--- config.mk ---
export PLATFORM = sky130hd
export DESIGN_NAME = sign_compress
export DESIGN_NICKNAME = d
export VERILOG_FILES = /design/src/rtl/sign_compress_pkg.sv /design/src/rtl/sign_compress_fit.sv /design/src/rtl/sign_compress.sv
export SDC_FILE = /design/constraint.sdc
export NUM_CORES = 1
export LEC_CHECK = 0
export BUFFER_PORTS_ARGS = -buffer_cell sky130_fd_sc_hd__buf_2
export CAP_MARGIN = 5
export CELL_PAD_IN_SITES_DETAIL_PLACEMENT = 1
export CELL_PAD_IN_SITES_GLOBAL_PLACEMENT = 2
export CORE_MARGIN = 2
export CORE_UTILIZATION = 25
export CTS_CLUSTER_DIAMETER = 200
export DETAILED_ROUTE_END_ITERATION = 16
export PLACE_DENSITY = 0.61
export SLEW_MARGIN = 20
export SYNTH_ARGS = -nofsm -noshare
export SYNTH_HDL_FRONTEND = slang
export SYNTH_SLANG_ARGS = --single-unit
--- constraint.sdc ---
create_clock -name clk -period 4.89 [get_ports clk]
set_clock_uncertainty 0.05 [all_clocks]
set_input_delay 0.978 -clock clk [delete_from_list [all_inputs] [get_ports clk]]
set_output_delay 0.978 -clock clk [all_outputs]
set_load 0.03 [all_outputs]
--- src/rtl/sign_compress_pkg.sv ---
// Shared definitions for the sign_compress block.
//   state_t : output FSM states (EMPTY, SHORT, HI, LO)
//   WORD_W  : width of an input word
//   HALF_W  : width of an output beat
package sign_compress_pkg;

  localparam int unsigned WORD_W = 32;
  localparam int unsigned HALF_W = 16;

  typedef enum logic [1:0] {
    EMPTY = 2'd0,
    SHORT = 2'd1,
    HI    = 2'd2,
    LO    = 2'd3
  } state_t;

endpackage

--- src/rtl/sign_compress_fit.sv ---
// Combinational fit predicate for sign_compress.
//   in_data : 32-bit signed word
//   fits    : 1 when sign-extending in_data[15:0] reproduces in_data exactly
module sign_fit_check
  import sign_compress_pkg::*;
(
  input  logic [WORD_W-1:0] in_data,
  output logic              fits
);

  always_comb begin
    fits = (in_data[WORD_W-1:HALF_W] == {HALF_W{in_data[HALF_W-1]}});
  end

endmodule

--- src/rtl/sign_compress.sv ---
// Narrows a stream of 32-bit signed words onto a 16-bit beat stream.
// Words that survive a 16-to-32 sign extension go out as one short beat;
// all others go out as two beats, high half first.
//   clk, rst_n            : clock, asynchronous active-low reset
//   in_valid/in_ready     : input handshake, in_data is the 32-bit word
//   out_valid/out_ready   : output handshake, out_data is the 16-bit beat
//   out_short             : beat is a whole word in short form
//   out_last              : beat is the final beat of its word
//   cnt_short / cnt_long  : saturating counts of words sent in each form
module sign_compress
  import sign_compress_pkg::*;
#(
  parameter int unsigned CNT_W       = 16,
  parameter bit          COMPRESS_EN = 1'b1
) (
  input  logic              clk,
  input  logic              rst_n,
  input  logic              in_valid,
  output logic              in_ready,
  input  logic [WORD_W-1:0] in_data,
  output logic              out_valid,
  input  logic              out_ready,
  output logic [HALF_W-1:0] out_data,
  output logic              out_short,
  output logic              out_last,
  output logic [CNT_W-1:0]  cnt_short,
  output logic [CNT_W-1:0]  cnt_long
);

  state_t            state;
  logic [HALF_W-1:0] lo_half;
  logic              fits;
  logic              accept;
  logic              go_short;

  sign_fit_check u_fit (
    .in_data (in_data),
    .fits    (fits)
  );

  // A new word may be taken while the final beat of the previous one leaves,
  // which gives back-to-back short words and two-cycle long words.
  always_comb begin
    in_ready  = (state == EMPTY) ||
                (((state == SHORT) || (state == LO)) && out_ready);
    accept    = in_valid && in_ready;
    go_short  = fits && COMPRESS_EN;
    out_valid = (state != EMPTY);
  end

  always_ff @(posedge clk or negedge rst_n) begin
    if (!rst_n) begin
      state     <= EMPTY;
      out_data  <= '0;
      out_short <= 1'b0;
      out_last  <= 1'b0;
      lo_half   <= '0;
      cnt_short <= '0;
      cnt_long  <= '0;
    end else if (accept) begin
      if (go_short) begin
        state     <= SHORT;
        out_data  <= in_data[HALF_W-1:0];
        out_short <= 1'b1;
        out_last  <= 1'b1;
        if (cnt_short != '1) cnt_short <= cnt_short + CNT_W'(1);
      end else begin
        state     <= HI;
        out_data  <= in_data[WORD_W-1:HALF_W];
        out_short <= 1'b0;
        out_last  <= 1'b0;
        lo_half   <= in_data[HALF_W-1:0];
        if (cnt_long != '1) cnt_long <= cnt_long + CNT_W'(1);
      end
    end else begin
      case (state)
        HI: begin
          if (out_ready) begin
            state     <= LO;
            out_data  <= lo_half;
            out_short <= 1'b0;
            out_last  <= 1'b1;
          end
        end
        SHORT, LO: begin
          if (out_ready) state <= EMPTY;
        end
        default: begin
          state <= state;
        end
      endcase
    end
  end

endmodule

==> metrics.md <==
| Metric | Value |
|---|---|
| Hpwl dp | `7.045 mm` |
| Start of the worst register-to-register path | `cnt_long[0]` |
| N_diodes | `0` |
| Antenna Nets Post-Route | `0` |
| GRT Util Overall | `14.88%` |
| Post-Synthesis Cell Area | `3376 sq um` |
| Required @ worst endpoint | `5.07 ns` |
| Worst setup EP type | `flop` |
| Post_cts resized | `0` |
| CP Capture Point | `cnt_long[1]` |
| Maximum clock frequency | `313.2 MHz` |
| Top FF cell, synth | `dfrtp_1` |
| Yosys cell types | `40` |
| Clock buffer depth | `2` |
| Die width | `120.2 microns` |
| Total Power | `2.336 mW` |
| Reg2Reg Capture Point | `cnt_long[9]` |
| Top post-synthesis cells by area | `dfrtp_1 50%, mux2_1 5.7%, nand3_1 5.3%, xnor2_1 5.2%, nand2_1 3.7%` |
| Startpoint Class | `primary input` |
| Core Area | `13190 sq um` |
| Vias in the first global route | `3078` |
| Hold path startpoint | `lo_half[12]` |
| Final period util | `65.29%` |
| Non-Filler Instances | `586` |
| MaxCap Viol Count | `0` |
| Clock tree sinks | `68` |
| Fraction of layout instances using a drive strength above 1 | `29.76%` |
| Synth Warn # | `0` |
| Routed WL | `9.958 mm` |
| WL per Instance | `16.99 microns` |
| Sequential fraction of the synthesis area | `50.41%` |
| # hold bufs at CTS | `0` |
| Critical setup path kind | `primary input to flop` |
| Min-delay worst type | `flop to flop` |
| RSZ-0062 raised after global routing | `false` |
| First-pass GRT wire length | `16.53 mm` |
| Top cell type's share of synthesized area | `50.41%` |
| Post-Syn Area per Cell | `10.72 sq um` |
| CTS Root Cell | `clkbuf_16` |
| Post-synth EDFFs | `0` |
| Final Hold Vio Count | `0` |
| Post-synth top cells | `68 x dfrtp_1, 36 x nand3_1, 33 x nand2_1, 20 x xnor2_1, 18 x nand4_1` |
| Minimum setup slack among reg-to-reg paths | `2.40 ns` |
| CP max FO | `19` |
| Io pins | `88` |
| DRC | `0` |
| Cells after Synth | `315` |
| Number of buffers created by CTS | `9` |
| GR Overflow Total | `0` |
| DRT Pass-1 Iters | `5` |
| CTS H-Tree Depth | `3` |
| Reg2Reg Depth | `6` |
| Asr flop ratio synth | `100.0%` |
| Layout Nets | `443` |
| Setup Fix Bufs, Post-CTS | `0` |
| Fillcell total | `1489` |
| Fin. max-slew vios | `0` |
| # placed instances | `570` |
| Detailed-route via count | `2815` |
| Largest net degree at the start of global routing | `38` |
| Syn nets | `353` |
| Most frequent cell after synthesis | `dfrtp_1` |
| Port Buffers | `87` |
| Placer Congestion | `0.7379` |
| Max VDD drop | `0.2095 mV` |
| Worst slew margin | `33.15%` |
| Initial core utilization | `25.59%` |
| Static Leak | `1.996 nW` |
| Final setup fails | `0` |
| CTS tree | `done` |
| Setup_tns | `0 ns` |
| Later-pin clock latency in the skew report | `0.34 ns` |
| Via-to-Cell Ratio | `4.804` |
| Status | `finished clean` |
| Post-layout util | `32.85%` |
| Post-synth top area cell | `dfrtp_1` |
| Initial DRC count | `126` |
| Hold slack final | `0.4339 ns` |
| Rows | `42` |
| Die footprint | `14450 sq um` |
| Clock Pin Slew Worst Setup and Hold Paths | `0.06 ns` |
| Area Growth Syn to Fin | `28.35%` |
| Initial antenna violation count | `0` |
| Slew @ Worst Pin | `0.9936 ns` |
| Yosys reg bits | `68` |
| PD cells | `539.1 nW/um^2` |
| Worst setup startpoint | `in_data[26]` |
| Crit path DAT | `3.37 ns` |
| Die Y | `120.2 microns` |
| Shortest period the worst path allows | `3.193 ns` |
[layer usage]
layer,global-route usage (%),vias up,wire length [microns]
met5,0,-,0
li1,-,1337,-
met3,3.632,13,530
met2,23.93,64,4604
met1,19.04,1401,4616
met4,6.397,0,206
[worst min-delay path by stage]
| stage | end | slack, ns | cells past startpoint |
|---|---|---|---|
| 6_report | lo_half[12] | 0.43 | 1 |
| 5_1_grt | lo_half[0] | 0.47 | 1 |
| 4_1_cts | lo_half[12] | 0.44 | 1 |
| 3_5_place_dp | lo_half[12] | 0.43 | 1 |
| 3_3_place_gp | lo_half[4] | 0.42 | 1 |
| 2_1_floorplan | lo_half[4] | 0.41 | 1 |
[report_power, final]
part	internal [mW]	total, mW	leakage [nW]	switching, mW
sequential	0.733	0.859	0.862	0.126
clock	0.459	0.721	0.151	0.262
combinational	0.261	0.756	0.983	0.494
[critical path, cell delays in order]
cell and delay [ns]:
buf_2 0.12, or4_4 0.55, nor4_4 0.28, o22a_1 0.62, buf_4 0.39, nor3_1 0.12
mux2_2 0.31
[sequential cells by signal, summed over array words and instances (netlist names)]
register / cells
state: 2
cnt_long: 16
lo_half: 16
out_last: 1
out_data: 16
cnt_short: 16
out_short: 1
[kinds of logic after synthesis]
kind of cell,count (synthesis),share of synthesized area [%]
DFF,68,50.41
muxes,27,8.673
AOI/OAI and AO/OA,25,5.337
buffers and inverters,19,2.743
xor gates and xnor gates,30,7.783
and+or+nand+nor,144,24.31
adders and majority gates,2,0.7412
[area by class of cell]
| cell class | instances | area, sq um | area share, % |
|---|---|---|---|
| clock buffers | 10 | 239.0 | 5.515 |
| clock inverters | 6 | 87.58 | 2.021 |
| inverters | 5 | 18.77 | 0.4332 |
| multi-input cells | 228 | 1585 | 36.59 |
| flip-flops and latches | 68 | 1702 | 39.27 |
| well taps | 176 | 220.2 | 5.082 |
| repair buffers | 93 | 480.5 | 11.09 |
[per-stage QoR]
step                      area, sq um  setup WS (ns)
final                            4333          1.697
after global routing             4333          1.524
after CTS                        4333          1.666
after detailed placement         4006          1.303
after global placement           4006          1.362
after floorplan                  3376          2.124
[placed cells by master (no fill, tap or decap), types with 2 or more instances in the layout]
cell type   count
nand4_1        18
nor4_1          7
or4_4           2
o21ai_0         3
xnor2_1        20
and3_1          4
or3_1           4
a22oi_1         2
bufinv_16       2
or2_2           3
dfrtp_1        68
nand2_1        33
a21oi_1         6
mux2i_1         9
clkinvlp_4      3
ha_1            2
clkbuf_16       9
nand3_1        36
nand2b_1        3
nor3_1         11
and4b_1         6
buf_2          87
buf_4           6
nor4_2          2
xor2_1         10
o221ai_1        9
nor2_1          7
inv_1           5
mux2_1         17
and2_1          2
nor4_4          2
No activity file was read; power rests on OpenSTA's default activity.
